[src/rtl/gate_arb_pkg.sv]
// ---------------------------------------------------------------
// gate_arb_pkg : opcode constants and FSM state type for gate arbiter
// Rev 1.0
// ---------------------------------------------------------------
`default_nettype none

package gate_arb_pkg;

  localparam logic [1:0] OP_NAND = 2'b00;
  localparam logic [1:0] OP_NOR  = 2'b01;
  localparam logic [1:0] OP_NOT  = 2'b10;
  localparam logic [1:0] OP_ILL  = 2'b11;

  typedef enum logic [1:0] {
    IDLE = 2'd0,
    EXEC = 2'd1,
    RESP = 2'd2
  } state_t;

endpackage

`default_nettype wire

[src/rtl/gate_unit.sv]
// ---------------------------------------------------------------
// gate_unit : combinational NAND / NOR / NOT datapath with illegal-op flag
// Rev 1.0
// ---------------------------------------------------------------
`default_nettype none

module gate_unit
  import gate_arb_pkg::*;
#(
  parameter int WIDTH = 8
) (
  input  logic [1:0]       op,
  input  logic [WIDTH-1:0] a,
  input  logic [WIDTH-1:0] b,
  output logic [WIDTH-1:0] y,
  output logic             err
);

  always_comb begin
    y   = '0;
    err = 1'b0;
    case (op)
      OP_NAND: y = ~(a & b);
      OP_NOR:  y = ~(a | b);
      OP_NOT:  y = ~a;
      default: err = 1'b1;
    endcase
  end

endmodule

`default_nettype wire

[src/rtl/gate_unit_arbiter.sv]
// ---------------------------------------------------------------
// gate_unit_arbiter : round-robin sharing of one gate_unit among N_REQ clients
// Rev 1.0
// ---------------------------------------------------------------
`default_nettype none

module gate_unit_arbiter
  import gate_arb_pkg::*;
#(
  parameter  int N_REQ = 4,
  parameter  int WIDTH = 8,
  localparam int ID_W  = $clog2(N_REQ)
) (
  input  logic                   clk,
  input  logic                   rst_n,
  input  logic [N_REQ-1:0]       req,
  input  logic [2*N_REQ-1:0]     op,
  input  logic [N_REQ*WIDTH-1:0] a_in,
  input  logic [N_REQ*WIDTH-1:0] b_in,
  output logic [N_REQ-1:0]       gnt,
  output logic                   busy,
  output logic                   rsp_valid,
  input  logic                   rsp_ready,
  output logic [ID_W-1:0]        rsp_id,
  output logic [WIDTH-1:0]       rsp_data,
  output logic                   rsp_err
);

  // Scan offsets from the top down so the smallest offset from ptr wins.
  function automatic logic [ID_W-1:0] rr_pick(input logic [N_REQ-1:0] r,
                                              input logic [ID_W-1:0]  ptr);
    logic [ID_W-1:0] w;
    int              idx;
    w = ptr;
    for (int k = N_REQ - 1; k >= 0; k--) begin
      idx = (int'(ptr) + k) % N_REQ;
      if (r[idx]) w = ID_W'(idx);
    end
    return w;
  endfunction

  state_t           state;
  logic [ID_W-1:0]  rr_ptr;
  logic [ID_W-1:0]  cur_id;
  logic [1:0]       cur_op;
  logic [WIDTH-1:0] cur_a;
  logic [WIDTH-1:0] cur_b;
  logic [ID_W-1:0]  win;
  logic [WIDTH-1:0] gu_y;
  logic             gu_err;

  assign win = rr_pick(req, rr_ptr);

  gate_unit #(.WIDTH(WIDTH)) u_gate (
    .op  (cur_op),
    .a   (cur_a),
    .b   (cur_b),
    .y   (gu_y),
    .err (gu_err)
  );

  always_ff @(posedge clk or negedge rst_n) begin
    if (!rst_n) begin
      state     <= IDLE;
      rr_ptr    <= '0;
      cur_id    <= '0;
      cur_op    <= '0;
      cur_a     <= '0;
      cur_b     <= '0;
      gnt       <= '0;
      busy      <= 1'b0;
      rsp_valid <= 1'b0;
      rsp_id    <= '0;
      rsp_data  <= '0;
      rsp_err   <= 1'b0;
    end else begin
      gnt <= '0;
      case (state)
        IDLE: begin
          if (|req) begin
            cur_op <= op[2*win +: 2];
            cur_a  <= a_in[win*WIDTH +: WIDTH];
            cur_b  <= b_in[win*WIDTH +: WIDTH];
            cur_id <= win;
            gnt    <= {{(N_REQ-1){1'b0}}, 1'b1} << win;
            busy   <= 1'b1;
            state  <= EXEC;
          end
        end
        EXEC: begin
          rsp_data  <= gu_y;
          rsp_err   <= gu_err;
          rsp_id    <= cur_id;
          rsp_valid <= 1'b1;
          state     <= RESP;
        end
        RESP: begin
          if (rsp_ready) begin
            rsp_valid <= 1'b0;
            busy      <= 1'b0;
            rr_ptr    <= (cur_id == ID_W'(N_REQ - 1)) ? '0 : cur_id + 1'b1;
            state     <= IDLE;
          end
        end
        default: state <= IDLE;
      endcase
    end
  end

endmodule

`default_nettype wire

[config.mk]
export PLATFORM = sky130hd
export DESIGN_NAME = gate_unit_arbiter
export DESIGN_NICKNAME = d
export VERILOG_FILES = /design/src/rtl/gate_arb_pkg.sv /design/src/rtl/gate_unit.sv /design/src/rtl/gate_unit_arbiter.sv
export SDC_FILE = /design/constraint.sdc
export NUM_CORES = 1
export LEC_CHECK = 0
export CORE_MARGIN = 2
export CORE_UTILIZATION = 45
export DETAILED_ROUTE_END_ITERATION = 12
export GPL_ROUTABILITY_DRIVEN = 0
export MAX_ROUTING_LAYER = met4
export PLACE_DENSITY = 0.93
export SYNTH_ARGS = -nofsm -noshare
export SYNTH_HDL_FRONTEND = slang
export SYNTH_SLANG_ARGS = --single-unit
[constraint.sdc]
create_clock -name clk -period 4.45 [get_ports clk]
set_clock_uncertainty 0.05 [all_clocks]
set_input_delay 1.1125 -clock clk [delete_from_list [all_inputs] [get_ports clk]]
set_output_delay 1.1125 -clock clk [all_outputs]
set_load 0.005 [all_outputs]
# Word-level counts from Yosys, hierarchy flattened
# Cells that the tools add are included.
dict set report classes {
  n_addsub 4
  n_lt_le_gt_ge 4
  n_eq_ne 7
  shift 4
  muxes 27
  n_bitwise 8
  reduce_logical 14
}
# cell count
set op_table {}
lappend op_table {{32-bit by 6-bit variable part select with 8-bit output} 2}
lappend op_table {{8-bit NOT} 3}
lappend op_table {{8-bit case mux with 3 select lines} 1}
lappend op_table {{2-bit 2-to-1 mux} 7}
lappend op_table {{3-bit by 4-bit less-than comparator with 1-bit output, second input constant} 3}
lappend op_table {{1-bit 2-to-1 mux} 10}
lappend op_table {{8-bit AND} 1}
lappend op_table {{1-bit binary-select mux with 2-bit select} 4}
lappend op_table {{4-bit 2-to-1 mux} 2}
lappend op_table {{8-bit OR} 1}
lappend op_table {{2-bit AND reduction} 4}
lappend op_table {{8-bit by 4-bit variable part select with 2-bit output} 1}
lappend op_table {{2-bit equality test, second input constant} 3}
lappend op_table {{2-bit case mux with 3 select lines} 1}
lappend op_table {{2-bit OR reduction} 3}
lappend op_table {{2-bit by 1-bit adder with 2-bit output, second input constant} 2}
lappend op_table {{2-bit adder, second input constant} 2}
lappend op_table {{2-bit by 1-bit equality test with 1-bit output, second input constant} 2}
lappend op_table {{2-bit zero test} 2}
lappend op_table {{2-bit inequality test, second input constant} 2}
lappend op_table {{1-bit case mux with 2 select lines} 2}
lappend op_table {{2-bit nonzero test} 2}
lappend op_table {{4-bit OR reduction} 1}
lappend op_table {{1-bit by 2-bit left shift with 4-bit output, first input constant} 1}
lappend op_table {{4 further kinds} 6}
dict set report word_totals {
  register_bits 41
  inputBits 79
  output_inout_bits 17
  word_cells 80
}

# Depth between registers and ports, before layout
# Gate-level depths: netlist of run 1.
dict set report logic_depth {
  ltp_word 13
  ltp_mapped 7
}

# Hierarchy
# From an unflattened synthesis of run 1, not the netlist that was laid out.
dict set report hier_totals {
  hier_cells 204
  area_unflattened_um2 2239.6
}
# module instances cells_per_inst area_each_um2
set by_module_without_submodules {}
lappend by_module_without_submodules {gate_unit_arbiter 1 176 2052.0}
lappend by_module_without_submodules {gate_unit 1 28 187.7}

# Worst setup path after synthesis of run 1
# OpenSTA, ideal clock, no wires.
dict set report synth_path {
  path_kind {input-to-reg}
  startpoint {input port req[0]}
  endpoint {register cur_a[0]}
  setup_time_ns 0.138
  arrival_ns 2.158
  t_required_ns 4.262
  path_slack_ns 2.104
  cell_stages 7
  path_buffers 2
  path_cell_list {nor2_1 a22o_1 o32a_1 buf_6 buf_12 mux2i_1 o221ai_1}
}
dict set report synth_between {
  elab_chain_len 8
  word_cells_on_any_way 18
  classes_between {shift: 1; mux: 15; reduce/logical: 2}
}
# element line_no
set synth_rtl {}
lappend synth_rtl {{start: declaration} gate_unit_arbiter.sv:16} ;# input logic [N_REQ-1:0] req,
lappend synth_rtl {{1-bit binary-select mux with 2-bit select} gate_unit_arbiter.sv:37} ;# if (r[idx]) w = ID_W'(idx);
lappend synth_rtl {{1-bit 2-to-1 mux (not written as such) (2 in series)} gate_unit_arbiter.sv:37}
lappend synth_rtl {{2-bit 2-to-1 mux (4 in series)} gate_unit_arbiter.sv:37}
lappend synth_rtl {{32-bit by 6-bit variable part select with 8-bit output} gate_unit_arbiter.sv:82} ;# cur_a <= a_in[win*WIDTH +: WIDTH];
lappend synth_rtl {{end signal: assignment} gate_unit_arbiter.sv:82}
lappend synth_rtl {{end: declaration} gate_unit_arbiter.sv:46} ;# logic [WIDTH-1:0] cur_a;
# Several ways; a longest one is shown, not always the timed one. The select of a mux whose other input is x is not followed.
# A chain may end at the register's enable or synchronous reset.

# Worst setup path after layout of run 1
dict set report layout_path {
  startpoint {input port req[0]}
  endpoint {register cur_b[4]}
}
dict set report layout_between {
  elab_chain_len 8
  word_cells_on_any_way 18
  classes_between {shift: 1; mux: 15; reduce/logical: 2}
}
# element line_no
set layout_rtl {}
lappend layout_rtl {{1-bit binary-select mux with 2-bit select} gate_unit_arbiter.sv:37}
lappend layout_rtl {{1-bit 2-to-1 mux (not written as such) (2 in series)} gate_unit_arbiter.sv:37}
lappend layout_rtl {{2-bit 2-to-1 mux (4 in series)} gate_unit_arbiter.sv:37}
lappend layout_rtl {{32-bit by 6-bit variable part select with 8-bit output} gate_unit_arbiter.sv:83} ;# cur_b <= b_in[win*WIDTH +: WIDTH];
lappend layout_rtl {{end signal: assignment} gate_unit_arbiter.sv:83}
lappend layout_rtl {{end: declaration} gate_unit_arbiter.sv:47} ;# logic [WIDTH-1:0] cur_b;
# Several ways; a longest one is shown, not always the timed one. The select of a mux whose other input is x is not followed.

==> flow_metrics.env, run 1 <==
export IMPL_hold_end="busy$_DFFE_PN0P_"
export IMPL_slew_viol_final=0
export IMPL_ys_seq_area_frac=0.4656
export IMPL_yosys_top_cells_area="dfrtp_1 47%, mux2i_1 16%, nand2_1 7.2%"
export IMPL_drc=0
export IMPL_cts_sinks=41
export IMPL_grt_total_usage=0.2158
export IMPL_ff2ff_setup_slack_ns=2.19
export IMPL_clk_latency_ns=0.30
export IMPL_arrival_ns=3.22
export IMPL_holdPathStages=2
export IMPL_status="finished clean"
export IMPL_fmax_ghz=0.3198
export IMPL_max_slew_worst_pin_slew_ns=1.125
export IMPL_dpl_hpwl_um=3994
export IMPL_diodes=0
export IMPL_nets=381
export IMPL_pin_count=96
export IMPL_antenna_found_initial=0
export IMPL_worstSetupStartpointType="input pin"
export IMPL_end_kind="flop"
export IMPL_drt_pass1_iter_count=4
export IMPL_rr_endpoint="cur_b[4]$_DFFE_PN0P_"
export IMPL_postCtsResizedCells=0
export IMPL_die_area_sq_mm=0.005472
export IMPL_fin_setup_tns_ns=0
export IMPL_start_util=0.4665
export IMPL_cp_max_fo=41
export IMPL_grt_pass1_wl_um=8728
export IMPL_clkSlewWorstSetupHoldPaths_ns=0.08
export IMPL_fin_crit_ns=3.127
export IMPL_leakage_nw=1.424
export IMPL_synth_edf_count=0
export IMPL_hold_class="reg2reg"
export IMPL_clock_root_buffer="clkbuf_8"
export IMPL_routed_wirelength_um=5338
export IMPL_min_from="busy$_DFFE_PN0P_"
export IMPL_finalHoldViolations=0
export IMPL_placementRows=25
export IMPL_postSynthCellCount=214
export IMPL_layout_drive_gt1_share=0.05298
export IMPL_fin_crit_sh=0.7028
export IMPL_postLayoutCellArea_sq_mm=0.003234
export IMPL_area_growth_pct=46.79
export IMPL_ir_worst_vdd_v=0.0002727
export IMPL_crit_type="in2reg"
export IMPL_critPathRequiredTime_ns=4.54
export IMPL_syn_area_sq_mm=0.002203
export IMPL_die_h_um=73.98
export IMPL_dp_slack_ns=0.9605
export IMPL_grt_max_degree=42
export IMPL_p_total_w=0.001886
export IMPL_rr_startpoint="rr_ptr[1]$_DFFE_PN0P_"
export IMPL_die_x_um=73.98
export IMPL_post_cts_buffers=0
export IMPL_grt_overflow=0
export IMPL_p_per_area_mw_per_mm2=583.1
export IMPL_viasPerCell=5.287
export IMPL_fillerInstances=399
export IMPL_vias=1951
export IMPL_drtIter0Drc=110
export IMPL_layout_setup_ws_ns=1.323
export IMPL_clk_path_buf_depth=2
export IMPL_routedWlPerCell_um=14.47
export IMPL_grt_pass1_vias=1947
export IMPL_antenna_left=0
export IMPL_cts_tree="done"
export IMPL_reg2reg_depth=5
export IMPL_holdBufCountCts=0
export IMPL_async_flop_share=1.000
export IMPL_rsz0062_at_grt="false"
export IMPL_avgSynthCellArea_sq_um=10.30
export IMPL_ys_ff_latch=41
export IMPL_syn_nets=294
export IMPL_ys_types=28
export IMPL_drv_cap=0
export IMPL_relSlewSlack=0.2501
export IMPL_io_buffers=95
export IMPL_synth_largest_area_cell="dfrtp_1"
export IMPL_dominantRegCellSynth="dfrtp_1"
export IMPL_htree_levels=2
export IMPL_synth_top_area_share=0.4656
export IMPL_synth_warnings=0
export IMPL_cts_buffers=5
export IMPL_core_area_sq_mm=0.004723
export IMPL_finalSetupViolations=0
export IMPL_placed_cell_area_sq_mm=0.003118
-- worst max path at each step --
stage	from	end	slack (ns)
after floorplan	req[0]	cur_a[0]$_DFFE_PN0P_	2.10
after global placement	req[1]	cur_b[7]$_DFFE_PN0P_	1.02
after detailed placement	req[1]	cur_a[0]$_DFFE_PN0P_	0.96
after CTS	req[0]	cur_b[7]$_DFFE_PN0P_	1.30
after global routing	req[2]	cur_b[4]$_DFFE_PN0P_	1.11
final	req[0]	cur_b[4]$_DFFE_PN0P_	1.32
-- layer usage --
layer,up-vias,global-route usage,part of all wire
li1,957,-,-
met1,914,0.2633,0.40
met2,71,0.3631,0.52
met3,9,0.03794,0.058
met4,0,0.07071,0.016
met5,-,-,0
-- cell usage in the layout, fill, tap and decap left out, types with 2 or more instances in the layout --
| cell | netlist | final |
|---|---|---|
| clkdlybuf4s50_1 | 0 | 94 |
| nand2_1 | 42 | 42 |
| dfrtp_1 | 41 | 41 |
| mux2i_1 | 36 | 36 |
| o21ai_0 | 19 | 19 |
| o221ai_1 | 18 | 18 |
| o31ai_1 | 9 | 9 |
| nor2_1 | 6 | 6 |
| clkbuf_8 | 0 | 6 |
| inv_1 | 4 | 4 |
| mux2_2 | 4 | 4 |
| o22ai_1 | 3 | 3 |
| nand2b_1 | 3 | 3 |
| nor2b_1 | 2 | 2 |
-- final cells by class --
class	count	area (sq um)	area share
multi-input combinational	152	1036	0.3203
sequential	41	1026	0.3172
timing repair buffer	96	953.4	0.2948
clock buffer	7	86.33	0.02669
tap	67	83.83	0.02592
clock inverter	1	30.03	0.009284
inverter	5	18.77	0.005803
-- worst max-delay path, stage by stage --
cell             delay [ns]
clkdlybuf4s50_1        0.47
nor2_1                 0.13
a22o_1                 0.14
o32a_2                 0.89
mux2i_1                0.30
o221ai_1               0.14
-- logic make-up after synthesis --
| group | Yosys count | synth area share |
|---|---|---|
| and+or+nand+nor | 57 | 0.1073 |
| adders and majority gates | 1 | 0.005678 |
| buffers and inverters | 21 | 0.06473 |
| muxes | 40 | 0.1840 |
| DFF | 41 | 0.4656 |
| AOI/OAI and AO/OA | 54 | 0.1726 |
-- per-stage QoR --
step | instances | hold WS (ns) | util
2_1_floorplan | 214 | 0.3966 | -
3_3_place_gp | 361 | 0.4109 | 0.6601
3_5_place_dp | 361 | 0.4158 | 0.6601
4_1_cts | 369 | 0.4346 | 0.6848
5_1_grt | 369 | 0.4596 | 0.6848
6_report | 369 | 0.4287 | 0.6848
-- Yosys cell counts (all sizes together), types with 2 or more instances --
cell type and number:
buf 9, clkbuf 7, dfrtp 41, inv 5
mux2 4, mux2i 36, nand2 42, nand2b 3
nor2 6, nor2b 2, o21ai 19, o221ai 18
o22ai 3, o31ai 9
-- sequential cells by signal (all words and copies together), names as in the netlist --
name	count
state	2
rsp_err	1
busy	1
rsp_valid	1
rsp_id	2
cur_op	2
rr_ptr	2
cur_id	2
rsp_data	8
gnt	4
cur_b	8
cur_a	8
-- where the power goes --
group | switching (W) | internal [W] | total (W) | leakage (nW)
Clock | 0.000128 | 0.000183 | 0.000311 | 0.0585
Combinational | 0.000414 | 0.000460 | 0.000874 | 0.860
Sequential | 0.000148 | 0.000553 | 0.000701 | 0.506
No activity file was read; power rests on OpenSTA's default activity.
==> run 2, diff against run 1 <==
--- a/config.mk
+++ b/config.mk
@@ -6,11 +6,11 @@
 export NUM_CORES = 1
 export LEC_CHECK = 0
 export CORE_MARGIN = 2
-export CORE_UTILIZATION = 45
+export CORE_UTILIZATION = 42
 export DETAILED_ROUTE_END_ITERATION = 12
 export GPL_ROUTABILITY_DRIVEN = 0
 export MAX_ROUTING_LAYER = met4
-export PLACE_DENSITY = 0.93
+export PLACE_DENSITY = 0.88
 export SYNTH_ARGS = -nofsm -noshare
 export SYNTH_HDL_FRONTEND = slang
 export SYNTH_SLANG_ARGS = --single-unit
==> constraint.sdc (replaced) <==
create_clock -name clk -period 3.2 [get_ports clk]
set_clock_uncertainty 0.05 [all_clocks]
set_input_delay 0.8 -clock clk [delete_from_list [all_inputs] [get_ports clk]]
set_output_delay 0.8 -clock clk [all_outputs]
set_load 0.005 [all_outputs]
==> flow_metrics.env, run 2 (synthesis gave the netlist of run 1 again) <==
export IMPL_status="finished clean"
export IMPL_drtIter0Drc=127
export IMPL_cts_buffers=5
export IMPL_core_area_sq_mm=0.005075
export IMPL_slew_viol_final=0
export IMPL_routedWlPerCell_um=14.94
export IMPL_holdPathStages=2
export IMPL_crit_type="in2reg"
export IMPL_grt_total_usage=0.2058
export IMPL_viasPerCell=5.197
export IMPL_max_slew_worst_pin_slew_ns=0.9120
export IMPL_diodes=0
export IMPL_cts_sinks=41
export IMPL_ff2ff_setup_slack_ns=1.24
export IMPL_min_from="rsp_data[2]$_DFFE_PN0P_"
export IMPL_rr_startpoint="rr_ptr[1]$_DFFE_PN0P_"
export IMPL_relSlewSlack=0.3920
export IMPL_drt_pass1_iter_count=5
export IMPL_clock_power_share=0.142
export IMPL_grt_max_degree=42
export IMPL_fmax_ghz=0.3846
export IMPL_end_kind="flop"
export IMPL_clk_path_buf_depth=2
export IMPL_fin_crit_sh=0.8126
export IMPL_switchingPower_w=0.0009818
export IMPL_routed_wirelength_um=5603
export IMPL_layout_drive_gt1_share=0.06557
export IMPL_pin_count=96
export IMPL_grt_pass1_vias=2008
export IMPL_vias=1949
export IMPL_die_x_um=76.43
export IMPL_drc=0
export IMPL_dpl_hpwl_um=4119
export IMPL_rsz0062_at_grt="false"
export IMPL_cts_tree="done"
export IMPL_leakage_nw=1.434
export IMPL_reg2reg_depth=6
export IMPL_die_area_sq_mm=0.005842
export IMPL_clkSlewWorstSetupHoldPaths_ns=0.08
export IMPL_arrival_ns=2.70
export IMPL_hold_class="reg2reg"
export IMPL_cp_max_fo=41
export IMPL_start_util=0.4342
export IMPL_p_sw_frac=0.3777
export IMPL_antenna_left=0
export IMPL_p_comb_frac=0.480
export IMPL_grt_overflow=0
export IMPL_fin_setup_tns_ns=0
export IMPL_ir_worst_vdd_v=0.0003669
export IMPL_die_h_um=76.43
export IMPL_clk_latency_ns=0.29
export IMPL_layout_common_cells="94 x clkdlybuf4s50_1, 42 x nand2_1, 41 x dfrtp_1"
export IMPL_top_regs="cur_a (8), cur_b (8), rsp_data (8)"
export IMPL_hold_end="rsp_data[2]$_DFFE_PN0P_"
export IMPL_postLayoutCellArea_sq_mm=0.003246
export IMPL_clock_root_buffer="clkbuf_8"
export IMPL_finalHoldViolations=0
export IMPL_critPathRequiredTime_ns=3.30
export IMPL_worstSetupStartpointType="input pin"
export IMPL_finalSetupViolations=0
export IMPL_io_buffers=95
export IMPL_rr_endpoint="cur_a[0]$_DFFE_PN0P_"
export IMPL_drv_cap=0
export IMPL_fin_crit_ns=2.600
export IMPL_nets=384
export IMPL_grt_pass1_wl_um=9425
export IMPL_intPower_w=0.001618
export IMPL_htree_levels=2
export IMPL_p_per_area_mw_per_mm2=800.9
export IMPL_postCtsResizedCells=0
export IMPL_mostFrequentLayoutCell="clkdlybuf4s50_1"
export IMPL_area_growth_pct=47.30
export IMPL_antenna_found_initial=0
export IMPL_sequentialPowerShare=0.379
export IMPL_holdBufCountCts=0
export IMPL_placementRows=26
export IMPL_whs_ns=0.4295
export IMPL_placed_cell_area_sq_mm=0.003144
export IMPL_post_cts_buffers=0
-- run 2: worst max-delay path by stage --
| stage | start | to | cells past startpoint |
|---|---|---|---|
| after CTS | req[1] | cur_a[7]$_DFFE_PN0P_ | 7 |
| after global routing | req[2] | cur_a[7]$_DFFE_PN0P_ | 7 |
| after global placement | req[1] | cur_b[5]$_DFFE_PN0P_ | 7 |
| after detailed placement | req[1] | cur_a[7]$_DFFE_PN0P_ | 7 |
| after floorplan | req[0] | cur_a[0]$_DFFE_PN0P_ | 7 |
| final | req[1] | cur_a[0]$_DFFE_PN0P_ | 7 |
-- run 2: layout make-up --
type	instances	area (sq um)
clock inverters	1	5.005
multi-input cells	152	1036
repair buffers	99	975.9
well taps	70	87.58
flip-flops and latches	41	1026
inverters	5	18.77
clock buffers	7	96.34
fillers	442	1829
-- run 2: per-stage QoR --
stage                       util  instances  power, W  setup WS (ns)
after CTS                 0.6395        375  0.002614         0.5881
after global routing      0.6395        375  0.002816         0.4818
after detailed placement  0.6196        367  0.002246         0.2823
after floorplan                -        214  0.001813          1.166
final                     0.6395        375  0.002599         0.5998
after global placement    0.6196        367  0.002184         0.4169
-- run 2: critical path: stages --
cell and delay (ns):
clkdlybuf4s50_1 0.56, nor2_1 0.07, a22o_1 0.23, o32a_2 0.32, buf_4 0.31, mux2i_1 0.23
o221ai_1 0.15
-- run 2: power groups by stage --
| stage | Combinational (W) | Sequential, W | Clock [W] |
|---|---|---|---|
| after global placement | 0.00121 | 0.000979 | 0 |
| final | 0.00125 | 0.000985 | 0.000368 |
| after CTS | 0.00126 | 0.000983 | 0.000372 |
| after floorplan | 0.000898 | 0.000915 | 0 |
| after detailed placement | 0.00125 | 0.000993 | 0 |
| after global routing | 0.00139 | 0.00103 | 0.000398 |
-- run 2: per-layer routing --
metal,global-route usage,up-vias,part of all wire
met5,-,-,0
li1,-,960,-
met3,0.03555,4,0.035
met2,0.3681,57,0.54
met1,0.2379,928,0.41
met4,0.05636,0,0.010
==> run 3, diff against run 2 <==
==> constraint.sdc (replaced) <==
create_clock -name clk -period 2.7 [get_ports clk]
set_clock_uncertainty 0.05 [all_clocks]
set_input_delay 0.675 -clock clk [delete_from_list [all_inputs] [get_ports clk]]
set_output_delay 0.675 -clock clk [all_outputs]
set_load 0.005 [all_outputs]
==> flow_metrics.env, run 3 (synthesis gave the netlist of run 1 again) <==
export IMPL_clk_latency_ns=0.29
export IMPL_p_sw_frac=0.3762
export IMPL_mostFrequentLayoutCell="clkdlybuf4s50_1"
export IMPL_dpl_hpwl_um=4286
export IMPL_start_util=0.4342
export IMPL_fmax_ghz=0.4333
export IMPL_routed_wirelength_um=5655
export IMPL_drtIter0Drc=110
export IMPL_finalHoldViolations=0
export IMPL_worstSetupStartpointType="input pin"
export IMPL_reg2reg_depth=6
export IMPL_hold_class="reg2reg"
export IMPL_pin_count=96
export IMPL_nets=385
export IMPL_post_cts_buffers=0
export IMPL_clkSlewWorstSetupHoldPaths_ns=0.07
export IMPL_grt_overflow=0
export IMPL_leakage_nw=1.438
export IMPL_cts_sinks=41
export IMPL_relSlewSlack=0.4076
export IMPL_top_regs="cur_a (8), cur_b (8), rsp_data (8)"
export IMPL_sequentialPowerShare=0.376
export IMPL_cp_top_family="buffers and inverters"
export IMPL_drt_pass1_iter_count=4
export IMPL_core_area_sq_mm=0.005075
export IMPL_ff2ff_setup_slack_ns=0.86
export IMPL_intPower_w=0.001928
export IMPL_postCtsResizedCells=0
export IMPL_dp_cells=368
export IMPL_clk_path_buf_depth=2
export IMPL_crit_path_top_delay_cell="clkdlybuf4s50_1"
export IMPL_holdBufCountCts=0
export IMPL_antenna_found_initial=0
export IMPL_grt_pass1_vias=2095
export IMPL_hold_end="rsp_err$_DFFE_PN0P_"
export IMPL_p_per_area_mw_per_mm2=945.1
export IMPL_arrival_ns=2.41
export IMPL_fin_crit_sh=0.8548
export IMPL_final_cells=376
export IMPL_die_area_sq_mm=0.005842
export IMPL_max_stage_delay_ns=0.55
export IMPL_drc=0
export IMPL_antenna_left=0
export IMPL_end_kind="flop"
export IMPL_status="finished clean"
export IMPL_ir_worst_vdd_v=0.0003823
export IMPL_routedWlPerCell_um=15.04
export IMPL_slew_viol_final=0
export IMPL_die_h_um=76.43
export IMPL_min_from="rsp_err$_DFFE_PN0P_"
export IMPL_p_comb_frac=0.501
export IMPL_io_buffers=95
export IMPL_crit_start="req[1]"
export IMPL_htree_levels=2
export IMPL_layout_common_cells="94 x clkdlybuf4s50_1, 42 x nand2_1, 41 x dfrtp_1"
export IMPL_vias=1985
export IMPL_holdPathStages=2
export IMPL_cts_tree="done"
export IMPL_layout_drive_gt1_share=0.05882
export IMPL_placementRows=26
export IMPL_viasPerCell=5.279
export IMPL_diodes=0
export IMPL_fin_crit_ns=2.308
export IMPL_clock_root_buffer="clkbuf_8"
export IMPL_whs_ns=0.4282
export IMPL_switchingPower_w=0.001162
export IMPL_critPathRequiredTime_ns=2.80
export IMPL_die_x_um=76.43
export IMPL_drv_cap=0
export IMPL_cts_buffers=5
export IMPL_finalSetupViolations=0
export IMPL_rr_startpoint="rr_ptr[0]$_DFFE_PN0P_"
export IMPL_cp_max_fo=23
export IMPL_path_cells="clkdlybuf4s50_1, nor2_1, a22o_1, o32a_2, buf_12, mux2i_1, o221ai_1"
export IMPL_clock_power_share=0.123
export IMPL_cp_buffers_inverters=2
export IMPL_fin_setup_tns_ns=0
export IMPL_grt_pass1_wl_um=9563
export IMPL_rsz0062_at_grt="false"
export IMPL_rr_endpoint="cur_a[0]$_DFFE_PN0P_"
export IMPL_max_slew_worst_pin_slew_ns=0.8886
export IMPL_grt_total_usage=0.2085
export IMPL_area_growth_pct=48.38
export IMPL_crit_type="in2reg"
export IMPL_grt_max_degree=42
==> run 3: worst register-to-register path: cells and delay by family, from the launching register on <==
kind                   cells  cell delay, ns
AO/OA/AOI/OAI              3            0.66
AND/OR/NAND/NOR            2            0.39
buffers and inverters      1            0.17
flip-flops                 1            0.44
==> run 3: worst max-delay path by stage <==
stage | end | slack, ns | depth (start not counted)
after global routing | cur_b[2]$_DFFE_PN0P_ | 0.29 | 7
after global placement | cur_op[1]$_DFFE_PN0P_ | 0.16 | 7
after floorplan | cur_a[0]$_DFFE_PN0P_ | 0.79 | 7
final | cur_op[1]$_DFFE_PN0P_ | 0.39 | 7
after CTS | cur_op[1]$_DFFE_PN0P_ | 0.39 | 7
after detailed placement | cur_op[1]$_DFFE_PN0P_ | 0.09 | 7
==> run 3: area by class of cell <==
type / instances / area (sq um)
clock buffer: 8 / 80.08
inverter: 5 / 18.77
timing repair buffer: 100 / 1021
multi-input combinational: 152 / 1036
sequential: 41 / 1026
fill: 443 / 1805
tap: 70 / 87.58
==> run 3: stage by stage <==
step | instance area [sq um] | total power (W) | utilization | worst slack [ns]
2_1_floorplan | 2203 | 0.002149 | - | 0.7912
3_3_place_gp | 3189 | 0.002660 | 0.6285 | 0.1621
3_5_place_dp | 3189 | 0.002736 | 0.6285 | 0.08712
4_1_cts | 3269 | 0.003117 | 0.6442 | 0.3899
5_1_grt | 3269 | 0.003343 | 0.6442 | 0.2865
6_report | 3269 | 0.003090 | 0.6442 | 0.3920
==> run 3: power by group through the flow <==
stage          Sequential (W)  Clock (W)  Combinational, W
5_1_grt               0.00121   0.000419           0.00171
3_3_place_gp          0.00116          0           0.00150
2_1_floorplan         0.00109          0           0.00106
3_5_place_dp          0.00118          0           0.00156
4_1_cts               0.00116   0.000387           0.00157
6_report              0.00116   0.000382           0.00155
==> run 3: per-layer routing <==
metal  wire [um]  part of all wire  vias up  global-route usage
li1            -                 -      961                   -
met2        3103              0.55       66              0.3726
met4         138             0.024        0             0.07636
met5           0                 0        -                   -
met3         217             0.038       13             0.03199
met1        2196              0.39      945              0.2362
